File: config.mk
export PLATFORM = sky130hd
export DESIGN_NAME = alu_cmd_ctrl_flat
export DESIGN_NICKNAME = d
export VERILOG_FILES = /design/src/rtl/alu_cmd_ctrl_if.sv /design/src/rtl/alu_cmd_ctrl.sv /design/src/flat_wrapper.sv
export SDC_FILE = /design/constraint.sdc
export NUM_CORES = 1
export LEC_CHECK = 0
export ABC_CLOCK_PERIOD_IN_PS = 3950
export CAP_MARGIN = 25
export CORE_ASPECT_RATIO = 0.5
export CORE_MARGIN = 1.5
export CORE_UTILIZATION = 35
export DETAILED_ROUTE_END_ITERATION = 6
export PLACE_DENSITY = 0.63
export SYNTH_ARGS = -nofsm -noshare
export SYNTH_HDL_FRONTEND = slang
export SYNTH_SLANG_ARGS = --single-unit
File: constraint.sdc
create_clock -name CLK -period 3.95 [get_ports CLK]
set_input_delay 0.79 -clock CLK [delete_from_list [all_inputs] [get_ports CLK]]
set_output_delay 0.79 -clock CLK [all_outputs]
set_load 0.02 [all_outputs]
File: src/rtl/alu_cmd_ctrl_if.sv
// Handshake/bus bundle between the ALU command controller, the UART RX/TX path and the ALU.
// The slave modport is the controller's view; master is the surrounding system's view.
interface alu_cmd_ctrl_if #(
    parameter int Input_data_width  = 8,
    parameter int Output_data_width = 16
);
    logic [Input_data_width-1:0]  RX_P_DATA;
    logic                         RX_D_VLD;
    logic [Input_data_width-1:0]  A;
    logic [Input_data_width-1:0]  B;
    logic [3:0]                   ALU_FUN;
    logic                         ALU_EN;
    logic [Output_data_width-1:0] ALU_OUT;
    logic                         OUT_VALID;
    logic [7:0]                   TX_P_DATA;
    logic                         TX_VALID;
    logic                         TX_READY;
    logic                         CTRL_BUSY;
    logic                         TIMEOUT_ERR;
    logic                         RX_DROP;

    modport slave (
        input  RX_P_DATA, RX_D_VLD, ALU_OUT, OUT_VALID, TX_READY,
        output A, B, ALU_FUN, ALU_EN, TX_P_DATA, TX_VALID, CTRL_BUSY, TIMEOUT_ERR, RX_DROP
    );

    modport master (
        output RX_P_DATA, RX_D_VLD, ALU_OUT, OUT_VALID, TX_READY,
        input  A, B, ALU_FUN, ALU_EN, TX_P_DATA, TX_VALID, CTRL_BUSY, TIMEOUT_ERR, RX_DROP
    );
endinterface

File: src/rtl/alu_cmd_ctrl.sv
// Parses 0xCC/0xDD command frames from the RX byte stream, fires the ALU, and
// returns the result LSB-first (or 0xEE on ALU timeout) over a valid/ready TX port.
module alu_cmd_ctrl #(
    parameter int Input_data_width  = 8,
    parameter int Output_data_width = 16,
    parameter int TIMEOUT_CYCLES    = 15
) (
    input logic CLK,
    input logic RST,
    alu_cmd_ctrl_if.slave bus
);
    localparam int RES_BYTES = Output_data_width / 8;
    localparam int IDX_W     = (RES_BYTES > 1) ? $clog2(RES_BYTES) : 1;

    localparam logic [7:0] HDR_FULL  = 8'hCC;
    localparam logic [7:0] HDR_REUSE = 8'hDD;
    localparam logic [7:0] ERR_BYTE  = 8'hEE;

    typedef enum logic [2:0] {
        IDLE, GET_A, GET_B, GET_FUN, REQ, WAIT, SEND, ERR
    } state_t;

    state_t                    state;
    logic [RES_BYTES-1:0][7:0] result;
    logic [IDX_W-1:0]          idx;
    logic [7:0]                tmo_cnt;
    logic [7:0]                rx_byte;
    logic                      tx_fire;
    logic                      last_byte;
    logic                      tmo_hit;

    assign rx_byte   = bus.RX_P_DATA[7:0];
    assign tx_fire   = bus.TX_VALID && bus.TX_READY;
    assign last_byte = (idx == IDX_W'(RES_BYTES - 1));
    assign tmo_hit   = (tmo_cnt == 8'(TIMEOUT_CYCLES - 1));

    always_ff @(posedge CLK) begin
        if (RST) begin
            state           <= IDLE;
            result          <= '0;
            idx             <= '0;
            tmo_cnt         <= '0;
            bus.A           <= '0;
            bus.B           <= '0;
            bus.ALU_FUN     <= '0;
            bus.ALU_EN      <= 1'b0;
            bus.TX_P_DATA   <= '0;
            bus.TX_VALID    <= 1'b0;
            bus.CTRL_BUSY   <= 1'b0;
            bus.TIMEOUT_ERR <= 1'b0;
            bus.RX_DROP     <= 1'b0;
        end else begin
            bus.ALU_EN      <= 1'b0;
            bus.TIMEOUT_ERR <= 1'b0;
            bus.RX_DROP     <= 1'b0;

            case (state)
                IDLE: begin
                    if (bus.RX_D_VLD && rx_byte == HDR_FULL) begin
                        state         <= GET_A;
                        bus.CTRL_BUSY <= 1'b1;
                    end else if (bus.RX_D_VLD && rx_byte == HDR_REUSE) begin
                        state         <= GET_FUN;
                        bus.CTRL_BUSY <= 1'b1;
                    end
                end

                GET_A: begin
                    if (bus.RX_D_VLD) begin
                        bus.A <= bus.RX_P_DATA;
                        state <= GET_B;
                    end
                end

                GET_B: begin
                    if (bus.RX_D_VLD) begin
                        bus.B <= bus.RX_P_DATA;
                        state <= GET_FUN;
                    end
                end

                // ALU_EN is registered here so it is high exactly while in REQ
                GET_FUN: begin
                    if (bus.RX_D_VLD) begin
                        bus.ALU_FUN <= rx_byte[3:0];
                        bus.ALU_EN  <= 1'b1;
                        state       <= REQ;
                    end
                end

                REQ: begin
                    bus.RX_DROP <= bus.RX_D_VLD;
                    tmo_cnt     <= '0;
                    state       <= WAIT;
                end

                WAIT: begin
                    bus.RX_DROP <= bus.RX_D_VLD;
                    if (bus.OUT_VALID) begin
                        result        <= bus.ALU_OUT;
                        idx           <= '0;
                        bus.TX_P_DATA <= bus.ALU_OUT[7:0];
                        bus.TX_VALID  <= 1'b1;
                        state         <= SEND;
                    end else if (tmo_hit) begin
                        bus.TIMEOUT_ERR <= 1'b1;
                        bus.TX_P_DATA   <= ERR_BYTE;
                        bus.TX_VALID    <= 1'b1;
                        state           <= ERR;
                    end else begin
                        tmo_cnt <= tmo_cnt + 8'd1;
                    end
                end

                // TX_P_DATA only moves on an accepted handshake, so it is stable under backpressure
                SEND: begin
                    bus.RX_DROP <= bus.RX_D_VLD;
                    if (tx_fire) begin
                        if (last_byte) begin
                            bus.TX_VALID  <= 1'b0;
                            bus.CTRL_BUSY <= 1'b0;
                            state         <= IDLE;
                        end else begin
                            idx           <= idx + 1'b1;
                            bus.TX_P_DATA <= result[idx + 1'b1];
                        end
                    end
                end

                ERR: begin
                    bus.RX_DROP <= bus.RX_D_VLD;
                    if (tx_fire) begin
                        bus.TX_VALID  <= 1'b0;
                        bus.CTRL_BUSY <= 1'b0;
                        state         <= IDLE;
                    end
                end

                default: begin
                    state         <= IDLE;
                    bus.TX_VALID  <= 1'b0;
                    bus.CTRL_BUSY <= 1'b0;
                end
            endcase
        end
    end
endmodule

File: src/flat_wrapper.sv
// flat-port wrapper written by rule: the top's interface ports become plain ports
module alu_cmd_ctrl_flat 
#(
    parameter int Input_data_width  = 8,
    parameter int Output_data_width = 16,
    parameter int TIMEOUT_CYCLES    = 15
)
  (CLK, RST, bus_RX_P_DATA, bus_RX_D_VLD, bus_ALU_OUT, bus_OUT_VALID, bus_TX_READY, bus_A, bus_B, bus_ALU_FUN, bus_ALU_EN, bus_TX_P_DATA, bus_TX_VALID, bus_CTRL_BUSY, bus_TIMEOUT_ERR, bus_RX_DROP);
  alu_cmd_ctrl_if #(.Input_data_width(Input_data_width), .Output_data_width(Output_data_width)) bus_i ();
  input logic CLK;
  input logic RST;
  input wire logic [$bits(bus_i.RX_P_DATA)-1:0] bus_RX_P_DATA;
  input wire logic [$bits(bus_i.RX_D_VLD)-1:0] bus_RX_D_VLD;
  input wire logic [$bits(bus_i.ALU_OUT)-1:0] bus_ALU_OUT;
  input wire logic [$bits(bus_i.OUT_VALID)-1:0] bus_OUT_VALID;
  input wire logic [$bits(bus_i.TX_READY)-1:0] bus_TX_READY;
  output wire logic [$bits(bus_i.A)-1:0] bus_A;
  output wire logic [$bits(bus_i.B)-1:0] bus_B;
  output wire logic [$bits(bus_i.ALU_FUN)-1:0] bus_ALU_FUN;
  output wire logic [$bits(bus_i.ALU_EN)-1:0] bus_ALU_EN;
  output wire logic [$bits(bus_i.TX_P_DATA)-1:0] bus_TX_P_DATA;
  output wire logic [$bits(bus_i.TX_VALID)-1:0] bus_TX_VALID;
  output wire logic [$bits(bus_i.CTRL_BUSY)-1:0] bus_CTRL_BUSY;
  output wire logic [$bits(bus_i.TIMEOUT_ERR)-1:0] bus_TIMEOUT_ERR;
  output wire logic [$bits(bus_i.RX_DROP)-1:0] bus_RX_DROP;
  assign bus_i.RX_P_DATA = bus_RX_P_DATA;
  assign bus_i.RX_D_VLD = bus_RX_D_VLD;
  assign bus_i.ALU_OUT = bus_ALU_OUT;
  assign bus_i.OUT_VALID = bus_OUT_VALID;
  assign bus_i.TX_READY = bus_TX_READY;
  assign bus_A = bus_i.A;
  assign bus_B = bus_i.B;
  assign bus_ALU_FUN = bus_i.ALU_FUN;
  assign bus_ALU_EN = bus_i.ALU_EN;
  assign bus_TX_P_DATA = bus_i.TX_P_DATA;
  assign bus_TX_VALID = bus_i.TX_VALID;
  assign bus_CTRL_BUSY = bus_i.CTRL_BUSY;
  assign bus_TIMEOUT_ERR = bus_i.TIMEOUT_ERR;
  assign bus_RX_DROP = bus_i.RX_DROP;
  alu_cmd_ctrl #(.Input_data_width(Input_data_width), .Output_data_width(Output_data_width), .TIMEOUT_CYCLES(TIMEOUT_CYCLES)) u_core (.CLK(CLK), .RST(RST), .bus(bus_i));
endmodule
* Word-level counts from Yosys, hierarchy flattened
Index checks and enable logic that the tools add are counted.
Cells by class: muxes and demuxes 36, bitwise operators 3, add/subtract/negate cells 2, equal/unequal tests 22, $lt $le $gt $ge 1, reductions and logical operators 22
Operators by type and width (number):
- 8-bit two-way mux | 8
- 8-bit case mux with 2 select lines | 2
- 3-bit two-way mux | 10
- 3-bit case mux with 8 select lines | 1
- 8-bit equality test, second input constant | 2
- 2-bit != test, second input constant | 7
- 3-bit equality test, second input constant | 4
- 1-bit two-way mux | 12
- 5-bit AND reduction | 2
- 8-bit by 1-bit adder with 8-bit output, second input constant | 1
- 8-bit by 4-bit equality test with 1-bit output, second input constant | 1
- 2-bit AND reduction | 4
- 8-bit AND reduction | 1
- 3-bit by 2-bit equality test with 1-bit output, second input constant | 2
- 2-bit by 1-bit != test with 1-bit output, second input constant | 3
- 1-bit case mux with 3 select lines | 2
- 3-bit AND reduction | 2
- 3-bit nonzero test | 2
- 4-bit AND reduction | 1
- 2-bit nonzero test | 2
- 2-bit OR reduction | 2
- 4-bit OR reduction | 1
- 3-bit by 1-bit equality test with 1-bit output, second input constant | 1
- 1-bit logical AND | 3
- 8 further kinds | 10
Storage, ports and cells: output and inout port bits 33, word-level logic and storage cells 100, input port bits 29, flip-flop bits (word level) 61

* Logic depth before layout (Yosys ltp)
depth in word-level cells 6, depth in mapped cells 6, gate-level depth less buffers 6

* Least setup slack after synthesis
Ideal clock, no wire load.
kind input to register, from input bus_OUT_VALID, to register u_core.bus.TX_P_DATA[0], path buffers 0, slack 2.162 ns, library setup time 0.121 ns, required time 3.829 ns, arrival 1.667 ns, stages on the path 4, cells stage by stage and4bb_2 o21ai_4 nand3_4 mux2_4
On the way: longest elaborated chain between the ends 2, elaborated cells on any way between the ends 4, those cells by class eq/ne (1); mux (2); reduce/logical (1)
RTL lines:
- start, declared | line flat_wrapper.sv:15 | input wire logic [$bits(bus_i.OUT_VALID)-1:0] bus_OUT_VALID;
- 3-bit by 2-bit != test with 1-bit output (no line) / 8-bit two-way mux (equally long branches)
- 4-bit AND reduction (no line) / 8-bit case mux with 2 select lines (equally long branches)
- end signal, assigned | line alu_cmd_ctrl.sv:102 | bus.TX_P_DATA <= bus.ALU_OUT[7:0];
- end signal, assigned | line alu_cmd_ctrl.sv:125 | bus.TX_P_DATA <= result[idx + 1'b1];
- end, declared | line alu_cmd_ctrl_if.sv:24 | output A, B, ALU_FUN, ALU_EN, TX_P_DATA, TX_VALID, CTRL_BUSY, TIMEOUT_ERR, RX_DROP
Several ways; a longest one is shown, not always the timed one. A chain may end at the register's enable or synchronous reset.

* Worst setup path after layout
from input RST, to register u_core.bus.RX_DROP
On the way: longest elaborated chain between the ends 1
RTL lines:
- start, declared | line flat_wrapper.sv:11 | input logic RST;
- 2-bit OR reduction (no line)
- end signal, assigned | line alu_cmd_ctrl.sv:92 | bus.RX_DROP <= bus.RX_D_VLD;
- end signal, assigned | line alu_cmd_ctrl.sv:98 | bus.RX_DROP <= bus.RX_D_VLD;
- end signal, assigned | line alu_cmd_ctrl.sv:117 | bus.RX_DROP <= bus.RX_D_VLD;
- end, declared | line alu_cmd_ctrl_if.sv:24
No other way between the ends.

==> results.py <==
metrics = {
    "route": {
        "vias": 2134,
        "dr.pass1.iters": 4,
        "drt_iter0_markers": 71,
        "drc": 0,
        "drt_wl_total_mm": 6.139,
        "vias_per_cell": 5.057,
        "ant_nets": 0,
        "wire_per_inst_um": 14.55,
    },
    "cells_and_area": {
        "n_antenna_cell": 0,
        "fin_nets": 361,
        "design_area_um2": 3298,
        "synthToLayoutAreaGrowth_pct": 31.27,
        "drive_above_1_share": 0.06970,
    },
    "power": {
        "vdd_drop_max_mv": 0.2071,
        "powerDensity_nw_per_um2": 415.8,
        "p_leak_nw": 1.260,
    },
    "timing": {
        "skew_ns": 0.008046,
        "worst_slack_ns": 1.613,
        "finalSetupTns_ns": 0,
        "hold_viol": 0,
        "tightest_slew_ns": 1.120,
        "rsz0062_at_grt": "false",
        "maxSlewViolCount": 0,
        "maxSlewHeadroom": 0.2517,
        "max_freq_mhz": 427.8,
        "fin_crit_ns": 2.337,
        "fin_crit_sh": 0.5917,
        "hold_ws_ns": 0.4558,
        "setup_viol": 0,
    },
    "logic_synthesis": {
        "yosysTopAreaCellShare": 0.4303,
        "synth_warnings": 0,
        "syn_inst": 277,
        "synth_cell_types": 49,
        "synth_edf_count": 0,
        "synth_area_leaders": "dfxtp_1 43%, mux2i_1 14%, nand2_1 5.4%",
        "synth_seq_area_share": 0.4303,
        "async_flop_share": 0,
        "yosysTopAreaCell": "dfxtp_1",
        "synthesis.nets": 308,
        "synthesis.area_um2": 2512,
        "synth-seq-cells": 54,
        "synthFlopType": "dfxtp_1",
        "synth.avg_cell_area_um2": 9.070,
    },
    "run_status": {
        "status": "finished, final reports clean",
    },
    "cts": {
        "cts_resized": 0,
        "path_clk_slew_ns": 0.07,
        "cts.sinks": 54,
        "post-cts-setup-buffer-count": 0,
        "htreeDepth": 2,
        "cts_buffer_depth": 2,
        "cts_made_buffers": 5,
        "cts_tree": "built",
        "clock_latency_ns": 0.30,
        "cts_root_buf": "clkbuf_16",
        "postCtsHoldBufs": 0,
    },
    "floorplan": {
        "initial_utilization": 0.3692,
        "die_area_um2": 7727,
        "die_w_um": 122.8,
        "rows": 21,
        "core_um2": 6805,
        "io_pins": 62,
        "die_y_um": 62.91,
    },
    "critical_path": {
        "cp_max_fo": 25,
        "critPathKind": "input pin to register",
        "crit_required_ns": 4.14,
        "arrival_ns": 2.53,
        "end_kind": "register",
        "critPathLaunchType": "input pin",
    },
    "global_route": {
        "gr-max-usage-layer": "met2",
        "grt_pass1_vias": 1921,
        "grt.met2_usage": 0.2417,
        "grt_use_met1": 0.2181,
        "gr-total-overflow": 0,
        "grt_max_degree": 29,
        "grt_first_pass_wirelength_mm": 9.694,
        "grt_usage": 0.1629,
        "antenna_found_initial": 0,
        "grt_util_met3": 0.05292,
    },
    "placed_design": {
        "io_buffers": 61,
        "gp_congestion": 0.7959,
        "preCtsSetupSlack_ns": 1.345,
        "place_area_um2": 3158,
        "dpl.hpwl_mm": 4.440,
    },
    "run": {
        "cap_violations": 0,
    },
    "worst_hold_path": {
        "hp-class": "register to register",
    },
}
## critical path, stage by stage
cell,delay [ns]
clkdlybuf4s50_1,1.06
inv_1,0.39
and3_1,0.30
## per-layer routing
metal | up-vias | routed length, um | share of wire
met5 | - | 0 | 0
met4 | 0 | 106 | 0.017
met3 | 10 | 293 | 0.048
met2 | 41 | 2760 | 0.45
met1 | 1012 | 2979 | 0.49
li1 | 1071 | - | -
## cells by family (layout without fill, tap and decap cells)
kind of cell    Yosys count  after routing  synth area share
fa+ha+maj                 2              2          0.009959
compound gates           51             51            0.1394
mux                      35             35            0.1414
flops                    54             54            0.4303
xor+xnor                  1              1          0.003487
simple gates            106            106            0.2226
buf+inv                  28             81           0.05279
## metrics by stage
step / utilization / std cells / power, mW
finish: 0.4846 / 422 / 1.371
global route: 0.4846 / 422 / 1.434
CTS: 0.4846 / 422 / 1.384
detailed placement: 0.4641 / 415 / 0.9501
global placement: 0.4641 / 415 / 0.9448
floorplan: - / 277 / 0.8319
## layout make-up
class                   count  area, um2
clock buffers               5      125.1
fillers                   654       3507
clock inverters             2      15.01
multi-input cells         195       1299
flip-flops and latches     54       1081
well taps                  92      115.1
inverters                  12      45.04
repair buffers             62      618.1
## synthesized netlist by cell type (3+ instances only)
library cell / count
o21ai_0: 5
buf_2: 5
inv_1: 12
o211ai_1: 3
nor2_1: 29
or3_1: 6
a21oi_1: 25
nand4b_1: 3
clkbuf_1: 8
nand3_1: 8
dfxtp_1: 54
a311o_1: 6
nand2_1: 36
mux2i_1: 34
## power breakdown
| part | switching (mW) | total [mW] | internal [mW] | leakage [nW] |
|---|---|---|---|---|
| Clock | 0.201 | 0.433 | 0.232 | 0.0619 |
| Combinational | 0.155 | 0.309 | 0.153 | 0.762 |
| Sequential | 0.0483 | 0.630 | 0.582 | 0.436 |
## layout by cell type (no fill, tap or decap), drive strengths merged, types with 2 or more instances in the layout
master / n
clkdlybuf4s50: 61
dfxtp: 54
nand2: 36
mux2i: 34
nor2: 31
a21oi: 25
inv: 12
nand3: 9
or3: 8
a311o: 6
o21ai: 6
clkbuf: 5
and3: 4
nand4b: 3
o211ai: 3
or2b: 2
nor3b: 2
a31oi: 2
ha: 2
clkinvlp: 2
nand3b: 2
o31ai: 2
## registers in the layout (all words and copies together) (netlist names)
name and cells:
u_core.bus.A 8, u_core.bus.ALU_EN 1, u_core.bus.ALU_FUN 4, u_core.bus.B 8, u_core.bus.CTRL_BUSY 1, u_core.bus.RX_DROP 1, u_core.bus.TIMEOUT_ERR 1, u_core.bus.TX_P_DATA 8
u_core.bus.TX_VALID 1, u_core.idx 1, u_core.result 9, u_core.state 3, u_core.tmo_cnt 8
## final timing paths
kind / start / end / slack, ns / depth (start not counted)
max: RST / u_core.bus.RX_DROP$_SDFF_PP0_ / 1.61 / 3
min: u_core.result[8]$_SDFFE_PP0P_ / u_core.result[8]$_SDFFE_PP0P_ / 0.46 / 2
max reg2reg: u_core.state[2]$_SDFFE_PP0P_ / u_core.tmo_cnt[6]$_SDFFE_PP0P_ / 1.66 / 4
min reg2reg: u_core.result[8]$_SDFFE_PP0P_ / u_core.result[8]$_SDFFE_PP0P_ / 0.46 / 2
No activity file was read; power rests on OpenSTA's default activity.
